$ cat config.mk
export PLATFORM = sky130hd
export DESIGN_NAME = multicycle_ctrl
export DESIGN_NICKNAME = d
export VERILOG_FILES = /design/src/rtl/multicycle_ctrl.sv
export SDC_FILE = /design/constraint.sdc
export NUM_CORES = 1
export LEC_CHECK = 0
export CELL_PAD_IN_SITES_DETAIL_PLACEMENT = 0
export CELL_PAD_IN_SITES_GLOBAL_PLACEMENT = 1
export CORE_MARGIN = 3
export CORE_UTILIZATION = 30
export DETAILED_ROUTE_END_ITERATION = 10
export GPL_ROUTABILITY_DRIVEN = 0
export GPL_TIMING_DRIVEN = 0
export HOLD_SLACK_MARGIN = 0.02
export PLACE_DENSITY = 0.8
export SLEW_MARGIN = 20
export SYNTH_ARGS = -nofsm -noshare
export SYNTH_HDL_FRONTEND = slang
export SYNTH_SLANG_ARGS = --single-unit
export TNS_END_PERCENT = 10
$ cat constraint.sdc
create_clock -name clk -period 3.65 [get_ports clk]
set_input_delay 0.73 -clock clk [delete_from_list [all_inputs] [get_ports clk]]
set_output_delay 0.73 -clock clk [all_outputs]
set_load 0.01 [all_outputs]
$ cat src/rtl/multicycle_ctrl.sv
// -----------------------------------------------------------------------------
// multicycle_ctrl
//   Multi-cycle control sequencer for the 8-bit processor datapath. Steps each
//   instruction through FETCH, DECODE, EXEC, MEM and WB, and drives the enables
//   and mux selects of the PC, IR, register file, ALU, immediate path and memory
//   port. It holds no data values; it reads the IR contents and the ALU zero flag.
//
//   Optional feature macro: MULTICYCLE_MEM_HANDSHAKE_EN
//     defined     : FETCH and MEM hold until mem_ack is seen.
//     not defined : mem_ack is ignored (treated as 1); FETCH and MEM each take
//                   exactly one cycle and mem_req is a one-cycle strobe.
//
// Ports
//   clk          rising-edge clock
//   rst_n        asynchronous active-low reset
//   run          level; 1 permits instruction issue
//   instr[7:0]   IR contents: op[7:5], ra[4:3], imm3[2:0]
//   zero         ALU zero flag (used in EXEC of BEQZ)
//   mem_ack      memory completion for the current mem_req
//   pc_we        PC load enable
//   pc_src       0 = PC+1, 1 = PC+sext(imm3)
//   ir_we        IR load enable
//   rf_we        register-file write enable (dest ra)
//   wb_sel       0 = ALU result, 1 = memory read data
//   alu_op[1:0]  00 ADD, 01 SUB, 10 AND, 11 PASS-A
//   alu_src_imm  ALU B operand: 0 = reg, 1 = sext(imm3)
//   mem_req      memory request
//   mem_we       memory write (valid with mem_req)
//   addr_sel     memory address: 0 = PC, 1 = ALU result
//   halted       HALT executed (sticky until reset)
//   state[2:0]   current FSM state code
//   retired      instructions completed, wraps modulo 2^CNT_W
// -----------------------------------------------------------------------------
module multicycle_ctrl #(
  parameter int CNT_W = 8
) (
  input  logic             clk,
  input  logic             rst_n,
  input  logic             run,
  input  logic [7:0]       instr,
  input  logic             zero,
  input  logic             mem_ack,
  output logic             pc_we,
  output logic             pc_src,
  output logic             ir_we,
  output logic             rf_we,
  output logic             wb_sel,
  output logic [1:0]       alu_op,
  output logic             alu_src_imm,
  output logic             mem_req,
  output logic             mem_we,
  output logic             addr_sel,
  output logic             halted,
  output logic [2:0]       state,
  output logic [CNT_W-1:0] retired
);

  typedef enum logic [2:0] {
    S_IDLE   = 3'd0,
    S_FETCH  = 3'd1,
    S_DECODE = 3'd2,
    S_EXEC   = 3'd3,
    S_MEM    = 3'd4,
    S_WB     = 3'd5,
    S_HALT   = 3'd6
  } state_e;

  localparam logic [2:0] OP_ADD  = 3'b000;
  localparam logic [2:0] OP_SUB  = 3'b001;
  localparam logic [2:0] OP_AND  = 3'b010;
  localparam logic [2:0] OP_ADDI = 3'b011;
  localparam logic [2:0] OP_LD   = 3'b100;
  localparam logic [2:0] OP_ST   = 3'b101;
  localparam logic [2:0] OP_BEQZ = 3'b110;
  localparam logic [2:0] OP_HALT = 3'b111;

  state_e           state_q, state_d;
  logic [CNT_W-1:0] retired_q;
  logic             retire_d;
  logic             ack;
  logic [2:0]       op;

  // ra and imm3 are consumed by the datapath, not by the sequencer.
  logic unused_instr_bits;
  assign unused_instr_bits = ^instr[4:0];

`ifdef MULTICYCLE_MEM_HANDSHAKE_EN
  assign ack = mem_ack;
`else
  logic unused_mem_ack;
  assign unused_mem_ack = mem_ack;
  assign ack = 1'b1;
`endif

  assign op = instr[7:5];

  // Enables and selects are decoded combinationally from the current state,
  // the IR and the ack so that they act on the very next rising edge.
  always_comb begin
    state_d     = state_q;
    retire_d    = 1'b0;
    pc_we       = 1'b0;
    pc_src      = 1'b0;
    ir_we       = 1'b0;
    rf_we       = 1'b0;
    wb_sel      = 1'b0;
    alu_op      = 2'b00;
    alu_src_imm = 1'b0;
    mem_req     = 1'b0;
    mem_we      = 1'b0;
    addr_sel    = 1'b0;

    case (state_q)
      S_IDLE: begin
        if (run) state_d = S_FETCH;
      end
      S_FETCH: begin
        mem_req = 1'b1;
        if (ack) begin
          ir_we   = 1'b1;
          pc_we   = 1'b1;
          state_d = S_DECODE;
        end
      end
      S_DECODE: begin
        state_d = S_EXEC;
      end
      S_EXEC: begin
        case (op)
          OP_ADD, OP_SUB, OP_AND: begin
            alu_op  = op[1:0];
            state_d = S_WB;
          end
          OP_ADDI: begin
            alu_src_imm = 1'b1;
            state_d     = S_WB;
          end
          OP_LD, OP_ST: begin
            // Effective address is ra + sext(imm3) through the ALU.
            alu_src_imm = 1'b1;
            state_d     = S_MEM;
          end
          OP_BEQZ: begin
            alu_op = 2'b11;
            if (zero) begin
              pc_we  = 1'b1;
              pc_src = 1'b1;
            end
            retire_d = 1'b1;
            state_d  = run ? S_FETCH : S_IDLE;
          end
          default: begin // OP_HALT
            retire_d = 1'b1;
            state_d  = S_HALT;
          end
        endcase
      end
      S_MEM: begin
        // Keep the address path steering ra + imm while the access is open.
        mem_req     = 1'b1;
        addr_sel    = 1'b1;
        alu_src_imm = 1'b1;
        mem_we      = (op == OP_ST);
        if (ack) begin
          if (op == OP_LD) begin
            state_d = S_WB;
          end else begin
            retire_d = 1'b1;
            state_d  = run ? S_FETCH : S_IDLE;
          end
        end
      end
      S_WB: begin
        rf_we    = 1'b1;
        wb_sel   = (op == OP_LD);
        retire_d = 1'b1;
        state_d  = run ? S_FETCH : S_IDLE;
      end
      S_HALT: begin
        state_d = S_HALT;
      end
      default: begin
        state_d = S_IDLE;
      end
    endcase
  end

  always_ff @(posedge clk or negedge rst_n) begin
    if (!rst_n) begin
      state_q   <= S_IDLE;
      retired_q <= '0;
    end else begin
      state_q <= state_d;
      if (retire_d) retired_q <= retired_q + 1'b1;
    end
  end

  assign halted  = (state_q == S_HALT);
  assign state   = state_q;
  assign retired = retired_q;

endmodule

==> results of run 1 <==
## worst reg2reg max path, delay by kind of cell, from the launching register on
| kind | cells | cell delay [ns] |
|---|---|---|
| buf+inv | 1 | 0.17 |
| compound gates | 1 | 0.24 |
| flops | 1 | 0.38 |
| simple gates | 2 | 0.35 |
| mux | 1 | 0.33 |
## registers in the layout (all words and copies together) (netlist names)
| name | flops |
|---|---|
| retired | 8 |
| state | 3 |
## cell families (layout without fill, tap and decap cells)
logic type	count (synthesis)	in the layout
DFF	11	11
buffers and inverters	6	37
and+or+nand+nor	30	30
adders and majority gates	1	1
xor gates and xnor gates	7	7
muxes	4	4
AOI/OAI and AO/OA	19	19
## where the power goes
part           leakage [nW]  switching (mW)  total, mW  internal (mW)
combinational         0.285           0.208      0.438          0.231
sequential            0.140          0.0495      0.217          0.167
clock                0.0150          0.0388     0.0810         0.0423
total                 0.440           0.296      0.736          0.440
## stage by stage
stage	std cells	worst slack [ns]	util
after floorplan	78	1.47	-
after global placement	133	0.658	0.457
after detailed placement	133	0.674	0.457
after CTS	137	0.658	0.468
after global routing	137	0.563	0.468
final	137	0.654	0.468
## routing by layer
metal  routed length, um  track usage  part of all wire
met1                 795        0.142              0.47
met2                 790        0.191              0.46
met3                 111       0.0257             0.065
met4                   7       0.0521            0.0041
met5                   0            0                 0
## cell usage in the layout (no fill, tap or decap), types with 2 or more instances in the layout
master           synthesis  routed
nand2_1                  8       8
clkdlybuf4s50_1          0      27
dfrtp_1                 11      11
mux2i_1                  2       2
o21ai_0                  3       3
buf_4                    2       2
nor2b_1                  4       4
o22ai_1                  2       2
nand3_1                  4       4
nor2_1                   6       6
clkbuf_4                 0       3
a21oi_1                  4       4
nor4_1                   2       2
xor2_1                   7       7
a211oi_1                 2       2
a31oi_1                  2       2
nand2b_1                 3       3
inv_1                    2       2
## final cells by class
cell class / instances / area, um^2
fillers: 236 / 1210
multi-input cells: 61 / 420
flip-flops and latches: 11 / 275
repair buffers: 27 / 270
well taps: 28 / 35.0
plain buffers: 4 / 31.3
clock buffers: 4 / 26.3
inverters: 2 / 7.51
## worst max-delay path by stage
stage | slack [ns] | start | cells after the start | end
2_1_floorplan | 1.47 | instr[6] | 4 | pc_we
3_3_place_gp | 0.66 | instr[5] | 5 | pc_we
3_5_place_dp | 0.67 | instr[5] | 5 | alu_src_imm
4_1_cts | 0.66 | instr[5] | 5 | pc_we
5_1_grt | 0.56 | instr[5] | 5 | pc_we
6_report | 0.65 | instr[5] | 5 | pc_we
==> summary.txt, run 1 <==
Status
  • Outcome: finished clean

Routing
  • WL per Instance: 12.4 um
  • Antenna Nets Post-Route: 0
  • Initial DRC count: 13
  • Via/cell ratio: 4.90
  • Total wire length: 1700 um
  • DRT Pass-1 Iters: 5
  • Vias post-DR: 671
  • Post-route DRC: 0

Worst hold path
  • Worst Hold Class: reg2reg
  • WHS Endpoint: retired[7]
  • Hold_sp: retired[7]
  • Hold path depth: 1

Worst setup path
  • Worst path required time: 2.92 ns
  • Slowest stage delay, CP: 0.55 ns
  • Setup slack, reg-to-reg: 2.08 ns
  • Worst path most repeated cell: clkdlybuf4s50_1
  • Worst R2R End: retired[1]
  • CP endpoint kind: primary output
  • CP startpoint kind: primary input
  • Critical path type: in2out
  • Critical-path cell list: clkdlybuf4s50_1 > nor2b_1 > nand3_1 > a21oi_1 > clkdlybuf4s50_1
  • Worst path top cell family by delay: buffers and inverters
  • Reg2Reg Depth: 5
  • Reg2reg start: state[0]
  • WP buf/inv: 2
  • WP data arrival: 2.27 ns
  • Slowest-stage cell, CP: clkdlybuf4s50_1
  • CP Max Fanout: 6

Timing
  • Achievable Freq: 334 MHz
  • Rel. slew slack: 0.660
  • Minimum clock period: 3.00 ns
  • Sum Neg Setup Slack: 0 ns
  • RSZ-0062 raised after global routing: false
  • Final count of pins violating max slew: 0
  • Clock skew: 0.000708 ns
  • Worst slew pin tran: 0.508 ns
  • Worst hold slack: 0.464 ns
  • Final period util: 0.821
  • Setup violations, final: 0
  • Hold Vio Cnt, Final: 0

Floorplanning
  • Ports: 36
  • Initial Util: 0.323
  • Die Wd: 55.5 um
  • Row count: 17
  • Die height: 55.5 um
  • Core Area: 2280 um^2
  • Total die area: 3080 um^2

Yosys
  • Simple-gate share of the synthesized area: 0.210
  • Post-Syn Nets: 92
  • Mux share of post-synthesis cell area: 0.0579
  • Register area share after synthesis: 0.375
  • Top-area cell type share of the netlist area: 0.375
  • Compound-Gate Fraction of Synth Area: 0.204
  • Cell type with the largest total area after synthesis: dfrtp_1
  • Asr flop ratio synth: 1.00
  • XOR/XNOR Fraction of Synth Area: 0.0835
  • Post-synthesis cell count: 78
  • Seq cells post-synth: 11
  • Cell with the most instances after synthesis: dfrtp_1
  • Adder-cell share of the synthesized area: 0.0170
  • Most used DFF post-synth: dfrtp_1
  • Top cells by area, synth: dfrtp_1, xor2_1, nand2_1
  • Post-synth top cells: dfrtp_1, nand2_1, xor2_1, nor2_1
  • Largest family of logic cells by synthesized area: simple AND/OR/NAND/NOR gates
  • Synth cell types: 30
  • Number of synthesized flops with an enable pin: 0
  • Area of the mapped netlist: 734 um^2
  • Syn avg cell area: 9.42 um^2
  • Number of synthesis warnings: 0

Flow run
  • Max Cap Violations: 0

Finish
  • Layout cells sized above 1: 0.110
  • Final nets: 124
  • N_diodes: 0
  • Area growth from synthesis to layout: 45.1%
  • Fin area: 1070 um^2

Clock tree
  • Root Driver: clkbuf_4
  • Post-CTS resize count: 0
  • Clock Pin Slew Worst Setup and Hold Paths: 0.07 ns
  • Post-CTS Setup Bufs: 0
  • TritonCTS clock tree: built
  • Worst-Skew Late Latency: 0.26 ns
  • Clk sink count: 11
  • # hold bufs at CTS: 0
  • H-tree depth: 1
  • CTS Buf Count: 3
  • Max Buffers Root-to-Sink: 2

Global routing
  • Initial antenna violation count: 0
  • Global route overflow: 0
  • Global-route wire length before repair: 2910 um
  • Largest net degree at the start of global routing: 12
  • Number of global-route vias before repair: 691
  • GR Util All Layers: 0.115

Placement
  • Post-DP HPWL: 1280 um
  • PortBufs: 27
  • Dpl cell area: 1040 um^2

Power
  • Pwr dens: 690 nW/um^2
  • IR drop worst, VDD: 0.000325 V
  • Total Power: 0.736 mW
  • Leakage: 0.440 nW
No activity file was read; power rests on OpenSTA's default activity.
==> inputs of run 2 (changes only) <==
--- a/config.mk
+++ b/config.mk
@@ -8,12 +8,12 @@
 export CELL_PAD_IN_SITES_DETAIL_PLACEMENT = 0
 export CELL_PAD_IN_SITES_GLOBAL_PLACEMENT = 1
 export CORE_MARGIN = 3
-export CORE_UTILIZATION = 30
+export CORE_UTILIZATION = 28
 export DETAILED_ROUTE_END_ITERATION = 10
 export GPL_ROUTABILITY_DRIVEN = 0
 export GPL_TIMING_DRIVEN = 0
 export HOLD_SLACK_MARGIN = 0.02
-export PLACE_DENSITY = 0.8
+export PLACE_DENSITY = 0.76
 export SLEW_MARGIN = 20
 export SYNTH_ARGS = -nofsm -noshare
 export SYNTH_HDL_FRONTEND = slang
==> constraint.sdc (replaced) <==
create_clock -name clk -period 3.1 [get_ports clk]
set_input_delay 0.62 -clock clk [delete_from_list [all_inputs] [get_ports clk]]
set_output_delay 0.62 -clock clk [all_outputs]
set_load 0.01 [all_outputs]
==> summary.txt, run 2 (synthesized netlist as in run 1, its figures left out) <==
Finish
  • Commonest non-fill, non-tap cells in the layout: clkdlybuf4s50_1, dfrtp_1, nand2_1
  • Layout cells sized above 1: 0.110
  • N_diodes: 0
  • Fin area: 1070 um^2
  • Fill cell count: 241
  • Final nets: 124
  • Area growth from synthesis to layout: 45.1%
  • Leading cell type in the layout, fill and taps excluded: clkdlybuf4s50_1
  • Max reg flops: 8

Worst setup path
  • Worst path most repeated cell: clkdlybuf4s50_1
  • Reg2Reg Depth: 5
  • Setup slack, reg-to-reg: 1.48 ns
  • Slowest-stage cell, CP: clkdlybuf4s50_1
  • Worst path top cell family by delay: buffers and inverters
  • Critical-path cell list: clkdlybuf4s50_1 > nor2b_1 > nand3_1 > a21oi_1 > clkdlybuf4s50_1
  • WP data arrival: 2.17 ns
  • WP buf/inv: 2
  • Worst path required time: 2.48 ns
  • Worst R2R End: retired[1]
  • CP startpoint kind: primary input
  • CP Max Fanout: 6
  • Slowest stage delay, CP: 0.55 ns
  • CP endpoint kind: primary output
  • Reg2reg start: state[0]
  • Critical path type: in2out

Clock tree
  • # hold bufs at CTS: 0
  • Worst-Skew Late Latency: 0.27 ns
  • CTS Buf Count: 3
  • Clk sink count: 11
  • Clock Pin Slew Worst Setup and Hold Paths: 0.06 ns
  • Post-CTS Setup Bufs: 0
  • Max Buffers Root-to-Sink: 2
  • H-tree depth: 1
  • Root Driver: clkbuf_4
  • Post-CTS resize count: 0
  • TritonCTS clock tree: built

Routing
  • Total wire length: 1730 um
  • Initial DRC count: 12
  • Via/cell ratio: 4.99
  • Post-route DRC: 0
  • Antenna Nets Post-Route: 0
  • Vias post-DR: 683
  • WL per Instance: 12.6 um
  • DRT Pass-1 Iters: 4

Worst hold path
  • Hold path depth: 1
  • Worst Hold Class: reg2reg
  • WHS Endpoint: retired[7]
  • Hold_sp: retired[7]

Floorplanning
  • Core Area: 2340 um^2
  • Die Wd: 57.2 um
  • Total die area: 3270 um^2
  • Row count: 17
  • Ports: 36
  • Initial Util: 0.314
  • Die height: 57.2 um

Global routing
  • Global route overflow: 0
  • Number of global-route vias before repair: 647
  • GR Util All Layers: 0.115
  • Initial antenna violation count: 0
  • Global-route wire length before repair: 3040 um
  • Largest net degree at the start of global routing: 12

Placement
  • Dpl cell area: 1040 um^2
  • Post-DP HPWL: 1340 um
  • PortBufs: 27
  • Pre-CTS setup slack: 0.313 ns

Timing
  • Rel. slew slack: 0.657
  • Hold Vio Cnt, Final: 0
  • Minimum clock period: 2.79 ns
  • Final period util: 0.899
  • Achievable Freq: 359 MHz
  • Final count of pins violating max slew: 0
  • Worst slew pin tran: 0.513 ns
  • RSZ-0062 raised after global routing: false
  • Final worst slack: 0.312 ns
  • Setup violations, final: 0
  • Clock skew: 0.00449 ns
  • Sum Neg Setup Slack: 0 ns

Flow run
  • Max Cap Violations: 0

Power
  • Pwr dens: 817 nW/um^2
  • IR drop worst, VDD: 0.000468 V
  • Leakage: 0.440 nW
  • Total Power: 0.871 mW

Status
  • Outcome: finished clean
==> run 2: cell counts in the layout (fill, tap and decap cells not counted) <==
Identical to the previous run, type by type.
==> run 2: worst max-delay path by stage <==
stage	start	end	cells past startpoint
finish	instr[5]	pc_we	5
global route	instr[5]	pc_we	5
CTS	instr[5]	pc_we	5
detailed placement	instr[5]	pc_we	5
global placement	instr[5]	pc_we	5
floorplan	instr[6]	pc_we	4
==> run 2: power breakdown <==
part | switching [mW] | total [mW] | leakage [nW] | internal, mW
Sequential | 0.0595 | 0.256 | 0.140 | 0.197
Clock | 0.0449 | 0.0946 | 0.0150 | 0.0498
Combinational | 0.248 | 0.520 | 0.285 | 0.272
Total | 0.353 | 0.871 | 0.440 | 0.518
==> run 2: routing by layer <==
layer / global-route usage / vias to the layer above / part of all wire
li1: - / 338 / -
met1: 0.151 / 329 / 0.48
met2: 0.189 / 16 / 0.47
met3: 0.0271 / 0 / 0.044
met4: 0.0298 / 0 / 0
met5: 0 / - / 0
==> run 2: area by class of cell <==
| type | instances | area, um^2 | area share |
|---|---|---|---|
| buffer | 4 | 31.3 | 0.0293 |
| clock buffer | 4 | 26.3 | 0.0246 |
| inverter | 2 | 7.51 | 0.00704 |
| multi-input combinational | 61 | 420 | 0.394 |
| sequential | 11 | 275 | 0.258 |
| tap | 28 | 35.0 | 0.0329 |
| timing repair buffer | 27 | 270 | 0.254 |
==> run 2: metrics by stage <==
step	utilization	std cells	hold WS, ns
2_1_floorplan	-	78	0.324
3_3_place_gp	0.444	133	0.455
3_5_place_dp	0.444	133	0.459
4_1_cts	0.456	137	0.472
5_1_grt	0.456	137	0.477
6_report	0.456	137	0.467
